--- src/rtl/adc_sample_capture.sv ---
// Periodic SPI-style ADC capture: a free-running sample timer triggers a chip-select framed
// serial read, and each completed word is offered to a downstream FIFO with overflow tracking.
module adc_sample_capture #(
  parameter int unsigned SAMPLE_PERIOD = 1024,
  parameter int unsigned SCK_DIV       = 4,
  parameter int unsigned DATA_BITS     = 16
) (
  input  logic                 CLK_65,
  input  logic                 RST,
  input  logic                 ON,
  input  logic                 FIFO_FULL,
  input  logic                 ADC_MISO,
  output logic                 ADC_SCK,
  output logic                 ADC_CSbar,
  output logic [DATA_BITS-1:0] SAMPLE,
  output logic                 SAMPLE_WR,
  output logic                 OVERFLOW,
  output logic [15:0]          SAMPLE_COUNT
);

  localparam int unsigned TW = (SAMPLE_PERIOD > 1) ? $clog2(SAMPLE_PERIOD) : 1;
  localparam int unsigned DW = (SCK_DIV > 1) ? $clog2(SCK_DIV) : 1;
  localparam int unsigned BW = (DATA_BITS > 1) ? $clog2(DATA_BITS) : 1;

  localparam logic [TW-1:0] TimerLast = TW'(SAMPLE_PERIOD - 1);
  localparam logic [DW-1:0] DivLast   = DW'(SCK_DIV - 1);
  localparam logic [BW-1:0] BitLast   = BW'(DATA_BITS - 1);

  typedef enum logic [2:0] {
    StIdle,
    StCsSetup,
    StShift,
    StCsHold,
    StDone
  } state_e;

  state_e               state;
  logic [TW-1:0]        timer;
  logic [DW-1:0]        div_cnt;
  logic [BW-1:0]        bit_cnt;
  logic [DATA_BITS-1:0] shreg;
  logic                 run;
  logic                 tick;

  assign run  = ON && !OVERFLOW;
  assign tick = run && (timer == TimerLast);

  // The timer parks at zero whenever capture is disabled or stalled by an overflow.
  always_ff @(posedge CLK_65) begin
    if (RST || !run) begin
      timer <= '0;
    end else if (timer == TimerLast) begin
      timer <= '0;
    end else begin
      timer <= timer + TW'(1);
    end
  end

  always_ff @(posedge CLK_65) begin
    if (RST) begin
      state        <= StIdle;
      div_cnt      <= '0;
      bit_cnt      <= '0;
      shreg        <= '0;
      ADC_SCK      <= 1'b0;
      ADC_CSbar    <= 1'b1;
      SAMPLE       <= '0;
      SAMPLE_WR    <= 1'b0;
      OVERFLOW     <= 1'b0;
      SAMPLE_COUNT <= '0;
    end else if (!ON) begin
      // Abort: release the ADC immediately but keep the last good sample and count.
      state     <= StIdle;
      div_cnt   <= '0;
      bit_cnt   <= '0;
      ADC_SCK   <= 1'b0;
      ADC_CSbar <= 1'b1;
      SAMPLE_WR <= 1'b0;
      OVERFLOW  <= 1'b0;
    end else begin
      SAMPLE_WR <= 1'b0;
      unique case (state)
        StIdle: begin
          if (tick) begin
            state     <= StCsSetup;
            ADC_CSbar <= 1'b0;
            div_cnt   <= '0;
          end
        end
        StCsSetup: begin
          if (div_cnt == DivLast) begin
            state   <= StShift;
            div_cnt <= '0;
            bit_cnt <= '0;
          end else begin
            div_cnt <= div_cnt + DW'(1);
          end
        end
        StShift: begin
          if (div_cnt == DivLast) begin
            div_cnt <= '0;
            if (!ADC_SCK) begin
              // Data is taken on the edge that raises SCK, MSB first.
              ADC_SCK <= 1'b1;
              shreg   <= {shreg[DATA_BITS-2:0], ADC_MISO};
            end else begin
              ADC_SCK <= 1'b0;
              if (bit_cnt == BitLast) begin
                state <= StCsHold;
              end else begin
                bit_cnt <= bit_cnt + BW'(1);
              end
            end
          end else begin
            div_cnt <= div_cnt + DW'(1);
          end
        end
        StCsHold: begin
          if (div_cnt == DivLast) begin
            state     <= StDone;
            div_cnt   <= '0;
            ADC_CSbar <= 1'b1;
            SAMPLE    <= shreg;
            if (FIFO_FULL || OVERFLOW) begin
              OVERFLOW <= 1'b1;
            end else begin
              SAMPLE_WR    <= 1'b1;
              SAMPLE_COUNT <= SAMPLE_COUNT + 16'd1;
            end
          end else begin
            div_cnt <= div_cnt + DW'(1);
          end
        end
        StDone: begin
          state <= StIdle;
        end
        default: begin
          state <= StIdle;
        end
      endcase
    end
  end

endmodule

--- config.mk ---
export PLATFORM = sky130hd
export DESIGN_NAME = adc_sample_capture
export DESIGN_NICKNAME = d
export VERILOG_FILES = /design/src/rtl/adc_sample_capture.sv
export SDC_FILE = /design/constraint.sdc
export NUM_CORES = 1
export LEC_CHECK = 0
export ABC_AREA = 1
export CORE_AREA = 2 2 98 90
export DETAILED_ROUTE_END_ITERATION = 7
export DIE_AREA = 0 0 100 92
export HOLD_SLACK_MARGIN = 0.15
export SETUP_SLACK_MARGIN = 0.4
export SYNTH_ARGS = -nofsm -noshare
export SYNTH_HDL_FRONTEND = slang
export SYNTH_SLANG_ARGS = --single-unit
--- constraint.sdc ---
create_clock -name CLK_65 -period 4.3 [get_ports CLK_65]
set_input_delay 1.29 -clock CLK_65 [delete_from_list [all_inputs] [get_ports CLK_65]]
set_output_delay 1.29 -clock CLK_65 [all_outputs]
set_load 0.01 [all_outputs]
## Word-level counts from Yosys, hierarchy flattened

Index checks and enable logic that the tools add are counted.

- Add/subtract/negate cells: 4
- Eq/ne operators: 13
- Mux-type cells: 20
- Bitwise logic cells: 5
- Reductions and logical operators: 23

Operators by type and width:

| cell | number |
|---|---|
| $mux W3 | 6 |
| $add A16 B1 Y16 const B | 1 |
| $mux W4 | 4 |
| $ne A2 B2 Y1 const B | 7 |
| $pmux W3 S4 | 1 |
| $add A10 B1 Y10 const B | 1 |
| $eq A10 B10 Y1 const B | 1 |
| $reduce_and A3 Y1 | 3 |
| $pmux W4 S2 | 1 |
| $reduce_and A4 Y1 | 2 |
| $eq A3 B2 Y1 const B | 2 |
| $reduce_and A6 Y1 | 1 |
| $reduce_bool A2 Y1 | 3 |
| $not A1 Y1 | 5 |
| $reduce_and A5 Y1 | 1 |
| $add A4 B1 Y4 const B | 1 |
| $eq A4 B4 Y1 const B | 1 |
| $mux W1 | 4 |
| $mux W2 | 2 |
| $pmux W2 S2 | 1 |
| $reduce_and A2 Y1 | 2 |
| $reduce_or A2 Y1 | 2 |
| $reduce_or A4 Y1 | 1 |
| $eq A3 B1 Y1 const B | 1 |
| 8 further kinds | 11 |

- Bits in registers: 71
- Input bits: 5
- Output and inout port bits: 36
- Logic and storage cells: 76

## Longest topological paths before layout

Gate-level depths: netlist of the first run.

- Word-level depth: 5
- Depth in mapped cells: 9
- Depth with buffers taken out: 9

## Least setup slack after synthesis of the first run

No wires, ideal clock.

- Path kind: input-to-reg
- Start point: input FIFO_FULL
- End point: register SAMPLE_COUNT[10]
- Library setup time: 113 ps
- Arrival: 2079 ps
- Data required time: 4187 ps
- Setup slack: 2108 ps
- Stages on the path: 7
- Path buffers: 1
- Cell sequence: nor2_1 inv_1 nor2_8 buf_12 nand3_1 nand2_1 nor2_1

- Longest elaborated chain between the ends: 3

Ends and longest elaborated chain:

| what | line | text |
|---|---|---|
| from (decl) | 11 | `input logic FIFO_FULL,` |
| $logic_or A1 B1 Y1 | 124 | `if (FIFO_FULL \|\| OVERFLOW) begin` |
| $not A1 Y1 (no source line) | n/a |  |
| $reduce_and A4 Y1 (no source line) | n/a |  |
| to (signal assigned) | 128 | `SAMPLE_COUNT <= SAMPLE_COUNT + 16'd1;` |
| to (decl) | 18 | `output logic [15:0] SAMPLE_COUNT` |

No other way between the ends.
A chain may end at the register's enable or synchronous reset.

## Worst setup path after layout of the first run

- Start point: input ON
- End point: register SAMPLE_COUNT[7]

- Longest elaborated chain between the ends: 1

Ends and longest elaborated chain:

| what | line | text |
|---|---|---|
| from (decl) | 10 | `input logic ON,` |
| $reduce_and A4 Y1 (no source line) | n/a |  |

No other way between the ends.

==> run summary, run 1 <==
CP Capture Point: SAMPLE_COUNT[7]$_SDFFE_PP0P_
DRC Markers: 0
Worst Clk Skew: 7.09 ps
Initial DRC count: 117
Worst reg-to-reg setup slack: 2320 ps
CTS buffer count: 9
GP Congestion: 0.827
Data required time of the worst path: 4580 ps
Crit path arrival time: 2960 ps
DP Cell Count: 556
Sink Count: 71
Path type of the worst setup path: in2reg
Vias: 2,776
Maximum clock rate: 0.373 GHz
Clock buffer depth: 2
Detail Placement HPWL: 4620 µm
Leakage: 0.00144 µW
Mapped Nets: 432
# Post-CTS Setup Buffers: 0
CP Launch Point: ON
CTS tree: done
Most frequent cell after synthesis: nor2_1
FF-to-FF Start: div_cnt[0]$_SDFFE_PP0P_
Initial antenna violation count: 0
Min Clock Period, post-route: 2680 ps
Cell taking the most area after synthesis: dfxtp_1
Largest net degree at the start of global routing: 37
Critical path launch point type: input pin
Layout cell share with drive strength beyond 1: 12.8%
Setup_tns: 0 ps
DRT Wirelength: 6750 µm
Num ports: 41
Post-synth EDFFs: 0
Pre-antenna DRT Iters: 5
DIE AREA: 0.00920 mm²
Pwr Density: 303 mW/mm²
Class of the most critical hold timing path: reg2reg
Post-DP Area: 0.00366 mm²
Total GRT Usage: 16.1%
Clk_lat worst skew: 340 ps
Seq/Total Area, Yosys: 44.5%
Initial core utilization: 38.3%
Post-Synthesis Cells: 423
Fin. max-slew vios: 0
Post-route cell area: 0.00383 mm²
Period utilization: 62.3%
Clock root buffer master: clkbuf_8
Ys async rst share: 0%
RSZ-0062 raised after global routing: false
Final setup fails: 0
DR vias/cell: 4.86
Number of global-route vias before repair: 2,690
Fin cells: 571
Port buffer count: 40
Hold slack: 453 ps
Die Span X: 100 µm
Yosys cell types: 31
Worst reg2reg path depth: 9
Final ANT Viol Nets: 0
Outcome: complete, no violations
Ys Warns: 0
Mapped Area: 0.00319 mm²
Avg Cell Area, Syn: 7.55 µm²
CTS H-Tree Depth: 3
Max_slew headroom: 42.0%
GRT overflow: 0
Syn-to-layout area delta: 19.9%
Worst-path clk slew: 70 ps
Slew of the pin with the lowest slew margin: 868 ps
First-pass GRT wire length: 12,000 µm
Post-synth top flop: dfxtp_1
Fillers: 837
Synth top area cells: dfxtp_1 (45%), nor2_1 (12%), nand2_1 (7.9%)
Nets: 474
Core area: 0.00833 mm²
Worst R2R End: SAMPLE_COUNT[7]$_SDFFE_PP0P_
Synth top cells by count: nor2_1 (103), dfxtp_1 (71), nand2_1 (67), o21ai_0 (34), inv_1 (23)
Die height: 92 µm
CP Capture Type: flop
Row count: 32
CTS Hold Buffers Added: 0
Maximum vdd drop: 0.206 mV
Final hold vios: 0
Number of diodes: 0
Max-Cap Viols: 0
Post-CTS Resized: 0
Seq cells post-synth: 71
Post-DR wirelength/cell: 11.8 µm
Critical path fanouts, max: 17
Post-synth top area share: 44.5%
==> through the flow <==
step	util (%)	power [µW]	setup slack [ps]
2_1_floorplan	-	690	2110
3_3_place_gp	43.9	700	1270
3_5_place_dp	43.9	700	1260
4_1_cts	46.0	1170	1600
5_1_grt	46.0	1210	1450
6_report	46.0	1160	1620
==> state kept, by name (all words and copies together) (netlist names), 2 cells and up <==
| signal | cells |
|---|---|
| SAMPLE | 16 |
| SAMPLE_COUNT | 16 |
| shreg | 16 |
| timer | 10 |
| bit_cnt | 4 |
| state | 3 |
| div_cnt | 2 |
==> cells in the final DEF, fill, tap and decap left out, types with 9 or more instances in the layout <==
cell type and count:
inv_1 23, a21oi_1 13, nand3_1 18, clkdlybuf4s50_1 40, nor2_1 103, dfxtp_1 71
a21oi_2 9, clkbuf_8 10, nand2_2 10, o21ai_0 34, nor2_2 10, nand2_1 67
==> critical path: stages <==
cell and delay (ps):
clkdlybuf4s50_1 510, nand2_2 90, nor2_4 410, nand2_4 230, nor2_4 160, nand2_2 60, nand2_1 60, nand2_1 40
nor2_1 100
==> kinds of logic after synthesis <==
| kind of cell | synth area share (%) |
|---|---|
| AO/OA/AOI/OAI | 11.6 |
| buffers and inverters | 5.61 |
| flip-flops | 44.5 |
| AND/OR/NAND/NOR | 33.9 |
| adder cells (fa/ha/maj) | 1.57 |
| XOR/XNOR | 2.74 |
==> how the worst min path moves through the flow <==
| stage | start | end | cells past startpoint |
|---|---|---|---|
| after floorplan | timer[0]$_SDFF_PP0_ | timer[0]$_SDFF_PP0_ | 1 |
| after global placement | timer[0]$_SDFF_PP0_ | timer[0]$_SDFF_PP0_ | 1 |
| after detailed placement | timer[0]$_SDFF_PP0_ | timer[0]$_SDFF_PP0_ | 1 |
| after CTS | timer[0]$_SDFF_PP0_ | timer[0]$_SDFF_PP0_ | 1 |
| after global routing | timer[0]$_SDFF_PP0_ | timer[0]$_SDFF_PP0_ | 1 |
| final | timer[0]$_SDFF_PP0_ | timer[0]$_SDFF_PP0_ | 1 |
==> cell type report <==
type	instances	area (µm²)	share of cell area (%)
Sequential cell	71	1420	37.1
Timing Repair Buffer	41	408	10.7
Multi-Input combinational cell	314	1590	41.6
Clock buffer	10	138	3.60
Inverter	28	108	2.81
Clock inverter	5	33.8	0.883
Tap cell	102	128	3.33
==> layer usage <==
layer	vias to the layer above	wire length, µm	track usage, %
met4	0	111	5.82
met3	12	194	4.04
li1	1444	-	-
met1	1280	3240	20.0
met2	40	3210	27.0
met5	-	0	0
==> power by group <==
part           internal (µW)  switching (µW)
logic                   7.93            17.7
clock network            222             253
registers                658           0.618
total                    887             271
No activity file was read; power rests on OpenSTA's default activity.
==> inputs of run 2 (changes only) <==
==> constraint.sdc (replaced) <==
create_clock -name CLK_65 -period 2.7 [get_ports CLK_65]
set_input_delay 0.81 -clock CLK_65 [delete_from_list [all_inputs] [get_ports CLK_65]]
set_output_delay 0.81 -clock CLK_65 [all_outputs]
set_load 0.01 [all_outputs]
==> run 2 against run 1 <==
Sequential share of layout area down 0.60 points; critical path depth down 8; total power grew 78%; flip-flop and latch count is the same; largest cell class unchanged; register-to-register slack lost 1300 ps; highest routed layer unchanged; via count down 1.2%; first-iteration DRC count fell by 11%; worst setup slack got worse by 1100 ps; cell area is 1.6% higher; global-route usage is 0.88 points lower.
==> run summary, run 2 (same netlist as run 1, synthesis figures left out) <==
Outcome: complete, no violations
CP Capture Type: output pin
CTS buffer count: 9 (unchanged)
CTS Hold Buffers Added: 0 (unchanged)
Vias: 2,744 (-1.2%)
Post-DR wirelength/cell: 11.4 µm (-3.7%)
Hold slack: 446 ps (-6.91 ps)
Leakage: 0.00147 µW (+2.2%)
Met1 Use GR: 17.8% (-2.1 points)
Setup_tns: 0 ps (unchanged)
Initial DRC count: 104 (-11%)
DRC Markers: 0 (unchanged)
Maximum vdd drop: 0.317 mV (+54%)
Detail Placement HPWL: 4590 µm (-0.73%)
Final hold vios: 0 (unchanged)
Number of global-route vias before repair: 2,592 (-3.6%)
Slew of the pin with the lowest slew margin: 815 ps (-53.2 ps)
Busiest grt layer: met2
Die height: 92 µm (unchanged)
Layout cell share with drive strength beyond 1: 13.2% (+0.37 points)
Data required time of the worst path: 1890 ps (-2690 ps)
Max-Cap Viols: 0 (unchanged)
Crit-path cells: clkdlybuf4s50_1
Core area: 0.00833 mm² (unchanged)
Final setup fails: 0 (unchanged)
Fin cells: 573 (+0.35%)
First-pass GRT wire length: 11,300 µm (-6.0%)
Post-CTS Resized: 0 (unchanged)
Crit path arrival time: 1380 ps (-1580 ps)
Path type of the worst setup path: reg2out
Total GRT Usage: 15.2% (-0.88 points)
Largest net degree at the start of global routing: 37 (unchanged)
Nets: 475 (+0.21%)
RSZ-0062 raised after global routing: false
Fillers: 870 (+3.9%)
Worst path slowest cell: clkdlybuf4s50_1
Sink Count: 71 (unchanged)
Crit path buf inv count: 1 (unchanged)
Clk_lat worst skew: 350 ps (about the same)
Biggest regs: SAMPLE: 16 flops, SAMPLE_COUNT: 16 flops, shreg: 16 flops
Crit path max-delay family: buffers and inverters
Number of diodes: 0 (unchanged)
Fin. max-slew vios: 0 (unchanged)
Total power: 2060 µW (+78%)
Min Clock Period, post-route: 2190 ps
DIE AREA: 0.00920 mm² (unchanged)
# Post-CTS Setup Buffers: 0 (unchanged)
Commonest non-fill, non-tap cell in the layout: nor2_1
Critical path launch point type: flop
Num ports: 41 (unchanged)
CTS tree: done
Final ANT Viol Nets: 0 (unchanged)
Most frequent cells in the layout: nor2_1 (103), dfxtp_1 (71), nand2_1 (67)
GP Congestion: 0.783 (-5.3%)
Met3 Use GR: 4.12% (+0.076 points)
DP Cell Count: 557 (+0.18%)
Clock root buffer master: clkbuf_8
Syn-to-layout area delta: 21.9%
Pre-antenna DRT Iters: 4 (-1)
Met2 Track Usage GR: 26.4% (-0.68 points)
Pwr Density: 529 mW/mm² (+75%)
Initial antenna violation count: 0 (unchanged)
Clock buffer depth: 2 (unchanged)
CTS H-Tree Depth: 3 (unchanged)
Initial core utilization: 38.3% (unchanged)
Worst-path clk slew: 80 ps (about the same)
DRT Wirelength: 6530 µm (-3.4%)
Class of the most critical hold timing path: reg2reg
Critical path fanouts, max: 5 (-12)
Period utilization: 81.2%
Die Span X: 100 µm (unchanged)
Maximum clock rate: 0.456 GHz
Worst Clk Skew: 6.47 ps (-0.621 ps)
GRT overflow: 0 (unchanged)
Port buffer count: 40 (unchanged)
Max_slew headroom: 45.6% (+3.6 points)
DR vias/cell: 4.79 (-1.5%)
Max stage delay on crit path: 580 ps (+70 ps)
Row count: 32 (unchanged)
==> run 2: cell type report <==
type | instances | area, µm² | share of cell area (%)
clock buffer | 9 | 124 | 3.18
tap | 102 | 128 | 3.28
sequential | 71 | 1420 | 36.5
inverter | 28 | 108 | 2.77
multi-input combinational | 314 | 1590 | 40.9
clock inverter | 7 | 103 | 2.64
timing repair buffer | 42 | 415 | 10.7
==> run 2: path summary, 6_finish.rpt <==
path | endpoint | slack, ps | start | cells after the start
hold / removal | timer[0]$_SDFF_PP0_ | 450 | timer[0]$_SDFF_PP0_ | 1
hold reg to reg | timer[0]$_SDFF_PP0_ | 450 | timer[0]$_SDFF_PP0_ | 1
setup / recovery | ADC_SCK | 510 | ADC_SCK$_SDFFE_PP0P_ | 1
setup reg to reg | SAMPLE_COUNT[14]$_SDFFE_PP0P_ | 1000 | div_cnt[0]$_SDFFE_PP0P_ | 8
==> run 2: routing by layer <==
layer  vias up  wire length [µm]
met2        42              3160
li1       1447                 -
met3        10               208
met5         -                 0
met4         0               102
met1      1245              3060
==> run 2: per-stage QoR <==
step / setup slack (ps) / util (%) / area (µm²)
2_1_floorplan: 988 / - / 3190
3_3_place_gp: 287 / 44.0 / 3660
3_5_place_dp: 281 / 44.0 / 3660
4_1_cts: 483 / 46.7 / 3890
5_1_grt: 444 / 46.7 / 3890
6_report: 509 / 46.7 / 3890
==> run 2: where the power goes <==
group	switching, µW	internal (µW)	total, µW
registers	0.882	1050	1050
clock network	437	533	970
logic	27.0	12.6	39.6
